**src/rtl/riscv_pkg.sv**
```systemverilog
// Shared encodings for the RV32 pipeline: opcodes, ALU/result-select codes,
// immediate formats and the decoded control bundle.
package riscv_pkg;

    localparam logic [6:0] OP_LOAD   = 7'b0000011;
    localparam logic [6:0] OP_STORE  = 7'b0100011;
    localparam logic [6:0] OP_RTYPE  = 7'b0110011;
    localparam logic [6:0] OP_IALU   = 7'b0010011;
    localparam logic [6:0] OP_BRANCH = 7'b1100011;
    localparam logic [6:0] OP_JAL    = 7'b1101111;

    localparam logic [2:0] ALU_ADD = 3'b000;
    localparam logic [2:0] ALU_SUB = 3'b001;
    localparam logic [2:0] ALU_AND = 3'b010;
    localparam logic [2:0] ALU_OR  = 3'b011;
    localparam logic [2:0] ALU_SLT = 3'b101;

    localparam logic [1:0] RES_ALU = 2'b00;
    localparam logic [1:0] RES_MEM = 2'b01;
    localparam logic [1:0] RES_PC4 = 2'b10;

    // IMM_NONE yields a zero immediate (R-type and illegal encodings).
    typedef enum logic [2:0] {
        IMM_NONE = 3'd0,
        IMM_I    = 3'd1,
        IMM_S    = 3'd2,
        IMM_B    = 3'd3,
        IMM_J    = 3'd4
    } imm_src_e;

    typedef struct packed {
        logic       reg_write;
        logic       mem_write;
        logic       branch;
        logic       jump;
        logic       alu_src;
        logic [1:0] result_src;
        logic [2:0] alu_control;
        imm_src_e   imm_src;
        logic       illegal;
    } ctrl_t;

endpackage

```
**src/rtl/control_unit.sv**
```systemverilog
// Main decoder: opcode/funct3/funct7[5] to control bundle. Any encoding not
// listed below yields all-zero controls with illegal set.
module control_unit
    import riscv_pkg::*;
(
    input  logic [6:0] op_i,
    input  logic [2:0] funct3_i,
    input  logic       funct7b5_i,
    output ctrl_t      ctrl_o
);

    always_comb begin
        ctrl_o = '0;
        case (op_i)
            OP_LOAD: begin
                if (funct3_i == 3'b010) begin
                    ctrl_o.reg_write  = 1'b1;
                    ctrl_o.alu_src    = 1'b1;
                    ctrl_o.result_src = RES_MEM;
                    ctrl_o.imm_src    = IMM_I;
                end else begin
                    ctrl_o.illegal = 1'b1;
                end
            end
            OP_STORE: begin
                if (funct3_i == 3'b010) begin
                    ctrl_o.mem_write = 1'b1;
                    ctrl_o.alu_src   = 1'b1;
                    ctrl_o.imm_src   = IMM_S;
                end else begin
                    ctrl_o.illegal = 1'b1;
                end
            end
            OP_BRANCH: begin
                if (funct3_i == 3'b000) begin
                    ctrl_o.branch      = 1'b1;
                    ctrl_o.alu_control = ALU_SUB;
                    ctrl_o.imm_src     = IMM_B;
                end else begin
                    ctrl_o.illegal = 1'b1;
                end
            end
            OP_JAL: begin
                ctrl_o.jump       = 1'b1;
                ctrl_o.reg_write  = 1'b1;
                ctrl_o.result_src = RES_PC4;
                ctrl_o.imm_src    = IMM_J;
            end
            OP_RTYPE: begin
                ctrl_o.reg_write = 1'b1;
                case ({funct7b5_i, funct3_i})
                    4'b0_000: ctrl_o.alu_control = ALU_ADD;
                    4'b1_000: ctrl_o.alu_control = ALU_SUB;
                    4'b0_111: ctrl_o.alu_control = ALU_AND;
                    4'b0_110: ctrl_o.alu_control = ALU_OR;
                    4'b0_010: ctrl_o.alu_control = ALU_SLT;
                    default: begin
                        ctrl_o         = '0;
                        ctrl_o.illegal = 1'b1;
                    end
                endcase
            end
            OP_IALU: begin
                ctrl_o.reg_write = 1'b1;
                ctrl_o.alu_src   = 1'b1;
                ctrl_o.imm_src   = IMM_I;
                case (funct3_i)
                    3'b000:  ctrl_o.alu_control = ALU_ADD;
                    3'b111:  ctrl_o.alu_control = ALU_AND;
                    3'b110:  ctrl_o.alu_control = ALU_OR;
                    3'b010:  ctrl_o.alu_control = ALU_SLT;
                    default: begin
                        ctrl_o         = '0;
                        ctrl_o.illegal = 1'b1;
                    end
                endcase
            end
            default: ctrl_o.illegal = 1'b1;
        endcase
    end

endmodule

```
**src/rtl/decode_stage.sv**
```systemverilog
// Decode stage plus ID/EX register: control decode, immediate extension,
// writeback bypass around the register file and load-use stall detection.
module decode_stage
    import riscv_pkg::*;
#(
    parameter int XLEN = 32
) (
    input  logic            clk,
    input  logic            rst,
    input  logic [31:0]     InstrD,
    input  logic [XLEN-1:0] PCD,
    input  logic [XLEN-1:0] PCPlus4D,
    output logic [4:0]      A1,
    output logic [4:0]      A2,
    input  logic [XLEN-1:0] RD1,
    input  logic [XLEN-1:0] RD2,
    input  logic            RegWriteW,
    input  logic [4:0]      RdW,
    input  logic [XLEN-1:0] ResultW,
    input  logic            FlushE,
    output logic            StallD,
    output logic            RegWriteE,
    output logic            MemWriteE,
    output logic            BranchE,
    output logic            JumpE,
    output logic            ALUSrcE,
    output logic [1:0]      ResultSrcE,
    output logic [2:0]      ALUControlE,
    output logic [XLEN-1:0] RD1E,
    output logic [XLEN-1:0] RD2E,
    output logic [XLEN-1:0] ImmExtE,
    output logic [XLEN-1:0] PCE,
    output logic [XLEN-1:0] PCPlus4E,
    output logic [4:0]      Rs1E,
    output logic [4:0]      Rs2E,
    output logic [4:0]      RdE,
    output logic            IllegalE
);

    typedef struct packed {
        logic            reg_write;
        logic            mem_write;
        logic            branch;
        logic            jump;
        logic            alu_src;
        logic [1:0]      result_src;
        logic [2:0]      alu_control;
        logic            illegal;
        logic [XLEN-1:0] rd1;
        logic [XLEN-1:0] rd2;
        logic [XLEN-1:0] imm;
        logic [XLEN-1:0] pc;
        logic [XLEN-1:0] pc_plus4;
        logic [4:0]      rs1;
        logic [4:0]      rs2;
        logic [4:0]      rd;
    } ex_t;

    ctrl_t           ctrl;
    logic [XLEN-1:0] imm_d;
    logic [XLEN-1:0] rd1_d;
    logic [XLEN-1:0] rd2_d;
    ex_t             ex_d;
    ex_t             ex_q;

    assign A1 = InstrD[19:15];
    assign A2 = InstrD[24:20];

    control_unit u_control (
        .op_i      (InstrD[6:0]),
        .funct3_i  (InstrD[14:12]),
        .funct7b5_i(InstrD[30]),
        .ctrl_o    (ctrl)
    );

    always_comb begin
        imm_d = '0;
        case (ctrl.imm_src)
            IMM_I: imm_d = {{(XLEN-12){InstrD[31]}}, InstrD[31:20]};
            IMM_S: imm_d = {{(XLEN-12){InstrD[31]}}, InstrD[31:25], InstrD[11:7]};
            IMM_B: imm_d = {{(XLEN-13){InstrD[31]}}, InstrD[31], InstrD[7],
                            InstrD[30:25], InstrD[11:8], 1'b0};
            IMM_J: imm_d = {{(XLEN-21){InstrD[31]}}, InstrD[31], InstrD[19:12],
                            InstrD[20], InstrD[30:21], 1'b0};
            default: imm_d = '0;
        endcase
    end

    // The register file writes on the edge we capture on, so forward W here.
    assign rd1_d = (RegWriteW && (RdW != 5'd0) && (RdW == A1)) ? ResultW : RD1;
    assign rd2_d = (RegWriteW && (RdW != 5'd0) && (RdW == A2)) ? ResultW : RD2;

    // rs2 is compared even for formats without rs2; a spurious stall is harmless.
    assign StallD = (ex_q.result_src == RES_MEM) && (ex_q.rd != 5'd0) &&
                    ((ex_q.rd == A1) || (ex_q.rd == A2));

    always_comb begin
        ex_d = '0;
        if (!(FlushE || StallD)) begin
            ex_d.reg_write   = ctrl.reg_write;
            ex_d.mem_write   = ctrl.mem_write;
            ex_d.branch      = ctrl.branch;
            ex_d.jump        = ctrl.jump;
            ex_d.alu_src     = ctrl.alu_src;
            ex_d.result_src  = ctrl.result_src;
            ex_d.alu_control = ctrl.alu_control;
            ex_d.illegal     = ctrl.illegal;
            ex_d.rd1         = rd1_d;
            ex_d.rd2         = rd2_d;
            ex_d.imm         = imm_d;
            ex_d.pc          = PCD;
            ex_d.pc_plus4    = PCPlus4D;
            ex_d.rs1         = A1;
            ex_d.rs2         = A2;
            ex_d.rd          = InstrD[11:7];
        end
    end

    always_ff @(posedge clk or posedge rst) begin
        if (rst) begin
            ex_q <= '0;
        end else begin
            ex_q <= ex_d;
        end
    end

    assign RegWriteE   = ex_q.reg_write;
    assign MemWriteE   = ex_q.mem_write;
    assign BranchE     = ex_q.branch;
    assign JumpE       = ex_q.jump;
    assign ALUSrcE     = ex_q.alu_src;
    assign ResultSrcE  = ex_q.result_src;
    assign ALUControlE = ex_q.alu_control;
    assign IllegalE    = ex_q.illegal;
    assign RD1E        = ex_q.rd1;
    assign RD2E        = ex_q.rd2;
    assign ImmExtE     = ex_q.imm;
    assign PCE         = ex_q.pc;
    assign PCPlus4E    = ex_q.pc_plus4;
    assign Rs1E        = ex_q.rs1;
    assign Rs2E        = ex_q.rs2;
    assign RdE         = ex_q.rd;

endmodule

```
**config.mk**
```make
export PLATFORM = sky130hd
export DESIGN_NAME = decode_stage
export DESIGN_NICKNAME = d
export VERILOG_FILES = /design/src/rtl/riscv_pkg.sv /design/src/rtl/control_unit.sv /design/src/rtl/decode_stage.sv
export SDC_FILE = /design/constraint.sdc
export NUM_CORES = 1
export LEC_CHECK = 0
export BUFFER_PORTS_ARGS = -buffer_cell sky130_fd_sc_hd__buf_4
export CORE_AREA = 2 2 157 159
export DETAILED_ROUTE_END_ITERATION = 7
export DIE_AREA = 0 0 159 161
export HOLD_SLACK_MARGIN = 0.03
export PLACE_DENSITY = 0.61
export SLEW_MARGIN = 20
export SYNTH_ARGS = -nofsm -noshare
export SYNTH_HDL_FRONTEND = slang
export SYNTH_SLANG_ARGS = --single-unit
export TNS_END_PERCENT = 10
```
**constraint.sdc**
```tcl
create_clock -name clk -period 5.4 [get_ports clk]
set_input_delay 0.54 -clock clk [delete_from_list [all_inputs] [get_ports clk]]
set_output_delay 0.54 -clock clk [all_outputs]
set_load 0.02 [all_outputs]
```
* Yosys cells after proc, flatten, opt, wreduce, memory -nomap -nowiden *
Index checks and enable logic that the tools add are counted.
W data, S select, Z words.

cells by class
  reduce and logical (&&, ||, !) cells = 14
  equality and inequality tests = 22
  mux-type cells = 27

operators by type and width
  operator              count
  $mux W186             1
  $pmux W32 S4          1
  $mux W32              2
  $eq A5 B5 Y1          4
  $pmux W3 S3           2
  $pmux W3 S6           1
  $eq A7 B6 Y1 const B  2
  $eq A7 B7 Y1 const B  2
  $mux W7               2
  $pmux W3 S4           1
  $reduce_bool A5 Y1    2
  $eq A3 B2 Y1 const B  3
  $eq A3 B3 Y1 const B  3
  $pmux W1 S3           3
  $eq A4 B3 Y1 const B  2
  $pmux W1 S4           2
  $pmux W2 S4           1
  $eq A7 B2 Y1 const B  1
  $eq A7 B5 Y1 const B  1
  $mux W1               6
  $logic_and A1 B1 Y1   5
  $pmux W1 S5           1
  $reduce_or A5 Y1      1
  $eq A4 B2 Y1 const B  1
  11 further kinds      13

storage, ports and cells
  word-level logic and storage cells = 79
  output and inout bits = 197
  input bits = 201
  bits in registers = 186

* Depth between registers and ports, before layout *
  word-level depth = 7
  mapped depth = 7
  depth with buffers taken out = 5

* Hierarchy *
From an unflattened synthesis, not the netlist that was laid out.

second synthesis, totals
  cells, all modules = 818
  area, all modules = 8,837.2 µm²

by module, submodules not included
  module        times used  sequential area each (µm²)  area each (µm²)  cells each
  decode_stage  1           4,379.2                     8,500.7          765
  control_unit  1           0.0                         336.6            53

* Worst setup path after synthesis *
Ideal clock, no wire load.

  path type = input to register
  start point = in RdW[1]
  end point = reg ex_q, in the netlist RD2E[2]
  buffers on the path = 1
  arrival time = 1.752 ns
  required time = 5.279 ns
  stages on the path = 6
  path slack = 3.527 ns
  cells stage by stage = or4_1 > o21ai_2 > nor4_4 > buf_6 > mux2i_1 > nor2_1

RTL lines
  item                  line                 text
  start, declared       decode_stage.sv:18   input logic [4:0] RdW,
  end signal, assigned  decode_stage.sv:121  ex_q <= '0;
  end signal, assigned  decode_stage.sv:123  ex_q <= ex_d;
  end, declared         decode_stage.sv:64   ex_t ex_q;

* Worst setup path after layout *
  start point = reg ex_q, in the netlist RdE[1]
  end point = out StallD

between the ends
  word-level cells in the longest chain between the ends = 3
  elaborated cells on any way between the ends = 6

RTL lines
  item                                                       line                                    text
  $eq A5 B5 Y1 or $reduce_bool A5 Y1 (tied branches)         decode_stage.sv:95, decode_stage.sv:94
  $logic_or A1 B1 Y1 or $logic_and A1 B1 Y1 (tied branches)  decode_stage.sv:95, decode_stage.sv:94
  $logic_and A1 B1 Y1 *                                      decode_stage.sv:94                      assign StallD = (ex_q.result_src == RES_MEM) && (ex_q.rd != 5'd0) &&
  end, declared                                              decode_stage.sv:21                      output logic StallD,

Every way passes the cells marked *; elsewhere a longest branch is shown, timed or not.

==> results.txt <==
ys flop type = dfrtp_1
vias per inst = 4.30
Post-Synth XOR/XNOR Area = 2.63%
Ports = 398
die footprint = 25600 sq um
outcome = finished clean
area fraction of the dominant cell type after synthesis = 62.3%
Initial Util = 29.2%
Die Span X = 159 um
remaining antenna violation count = 0
largest net degree at the start of global routing = 99
H-tree levels = 4
min-delay worst type = input port to asynchronous set/reset pin
antenna cell count = 0
RSZ-0062 raised after global routing = false
first-pass GRT wire length = 33400 um
crit path DAT = 1.87 ns
relative slew slack = 48.5%
DRC viols = 0
compound-cell area share of the yosys netlist = 3.69%
crit path max fanout = 4
Simple-Gate Fraction of Synth Area = 17.0%
Post-Syn Nets = 762
Post-synth EDFFs = 0
RD Place Congestion = 0.788
max-cap violations = 0
Seq pwr share = 44.1%
GRT overflow = 0
Vias = 5454
largest family of logic cells by synthesized area = simple AND/OR/NAND/NOR gates
Internal = 2250 uW
Row Count = 57
post-synth top area cell = dfrtp_1
Port Buffer Count = 397
sequential area share after synthesis = 62.3%
flops & latches, synth = 174
antenna violations before repair = 0
Final Hold Vio Count = 0
Post-CTS Setup Inserts = 0
CTS tree = yes
Non-Filler Instances = 1269
synth top area cells = dfrtp_1 62%, mux2i_1 9.2%, and2_1 7.3%, nor2_1 4.0%, buf_4 2.5%
vias in the first global route = 5700
detailed-route wire length = 21900 um
FF-to-FF path depth = 5
drt wl/cell = 17.3 um
Area Growth Syn to Fin = 53.4%
PD cells = 291 nW/um^2
Synth Area in Adders = 0%
multiplexer share of the synthesized area = 9.17%
Logic pwr share = 14.7%
area of the core = 24000 sq um
final slew viol count = 0
Avg Inst Size Synth = 12.5 sq um
CTS clk-pin slew, worst paths = 0.08 ns
Final Total Pwr = 3120 uW
Setup CP Type = flop to output port
Required @ worst endpoint = 4.86 ns
clock sink count = 174
post-synth design cell area = 6990 sq um
Resized cells post-CTS = 0
Crit. End Element = output port
1st-pass router iterations = 4
Worst setup SP type = flop
dpl cells = 1237
fin nets = 1133
leak pwr = 0.00530 uW
Clk pwr share = 41.2%
DP HPWL = 16200 um
all-layer global routing usage = 16.9%
Async SR Flop Fraction = 100%
Die H = 161 um
CTS buffer count = 17
Synth cell types = 49
setup violators final = 0
VDD IR max = 211 uV
layout cells sized above 1 = 48.3%
setup TNS = 0 ns
most frequent cell after synthesis = dfrtp_1
CTS Buffer Depth = 2
Switching Share = 27.8%
commonest cells in the netlist = 174 x dfrtp_1, 82 x and2_1, 75 x nor2_1
clock root cell = clkbuf_16
Psw = 870 uW
Clock Skew = 0.0241 ns
fin crit period = 2.41 ns
Mapped Cells = 561
Ys Warns = 0
Post-CTS Hold Fix Bufs = 0
period utilization = 44.6%
actual slew at the worst max-slew pin = 0.773 ns
drt first-iter violations = 223
Fmax achieved = 415 MHz
Clk Latency, worst-skew pair = 0.43 ns
==> path summary, 6_finish.rpt <==
| kind | start | end | slack (ns) |
|---|---|---|---|
| setup / recovery | RdE[1] | StallD | 2.99 |
| hold / removal | rst | PCPlus4E[7] | 0.21 |
| setup reg to reg | RdE[1] | PCE[1] | 3.04 |
| hold reg to reg | JumpE | RD1E[8] | 1.02 |
| max in group asynchronous | rst | ALUSrcE | 4.14 |
| min in group clk | PCD[20] | PCE[20] | 0.32 |
==> area by class of cell <==
type	count	area [sq um]
repair buffers	403	3040
multi-input cells	333	2280
clock inverters	15	196
clock buffers	17	425
well taps	324	405
flip-flops and latches	174	4350
inverters	3	16.3
fillers	2287	13200
==> through the flow <==
stage	util (%)	setup WS, ns	cell area [sq um]	hold WS [ns]
global placement	42.1	2.89	10100	0.714
CTS	44.7	2.96	10700	0.253
finish	44.7	2.99	10700	0.213
global route	44.7	2.87	10700	0.267
floorplan	-	0.143	6990	0.613
detailed placement	42.1	2.88	10100	0.716
==> flip-flops by register name, summed over array words and instances, names as in the netlist <==
name / cells
ALUControlE: 3
MemWriteE: 1
Rs2E: 5
BranchE: 1
ALUSrcE: 1
PCE: 32
RegWriteE: 1
RD2E: 32
RD1E: 32
RdE: 5
PCPlus4E: 32
JumpE: 1
IllegalE: 1
Rs1E: 5
ImmExtE: 21
ResultSrcE: 1
==> cells in the final DEF, fill, tap and decap left out, types with 6 or more instances in the layout <==
| cell type | instances |
|---|---|
| a21oi_1 | 15 |
| and2_1 | 82 |
| dfrtp_1 | 174 |
| inv_8 | 6 |
| mux2i_1 | 64 |
| clkbuf_16 | 17 |
| xor2_1 | 14 |
| buf_4 | 402 |
| nand2_1 | 16 |
| nor2_1 | 75 |
| xnor2_1 | 7 |
| nor3b_2 | 7 |
==> critical path, cell delays in order (launching register included) <==
cell and delay [ns]:
dfrtp_1 0.44, or4_1 0.56, o21ai_2 0.22, nor2_1 0.07
buf_4 0.18
==> cells by family (layout without fill, tap and decap cells) <==
logic type / Yosys count / after routing
AOI/OAI and AO/OA: 37 / 37
xor gates and xnor gates: 21 / 21
DFF: 174 / 174
muxes: 64 / 64
buffers and inverters: 54 / 438
and+or+nand+nor: 211 / 211
==> layer usage <==
| metal | wire length [um] | vias to the layer above | share of wire [%] | GRT usage (%) |
|---|---|---|---|---|
| li1 | - | 2563 | - | - |
| met1 | 8870 | 2642 | 40 | 20.6 |
| met2 | 11300 | 235 | 52 | 29.5 |
| met3 | 1410 | 14 | 6.5 | 4.96 |
| met4 | 296 | 0 | 1.4 | 4.13 |
| met5 | 0 | - | 0 | 0 |
==> power groups by stage <==
| stage | Sequential [uW] | Clock, uW | Combinational [uW] |
|---|---|---|---|
| 6_report | 1380 | 1290 | 459 |
| 5_1_grt | 1380 | 1380 | 494 |
| 4_1_cts | 1380 | 1320 | 467 |
| 3_5_place_dp | 1400 | 0 | 466 |
| 3_3_place_gp | 1400 | 0 | 464 |
| 2_1_floorplan | 1480 | 0 | 132 |
Note: power is estimated with default switching activity, not from simulation.
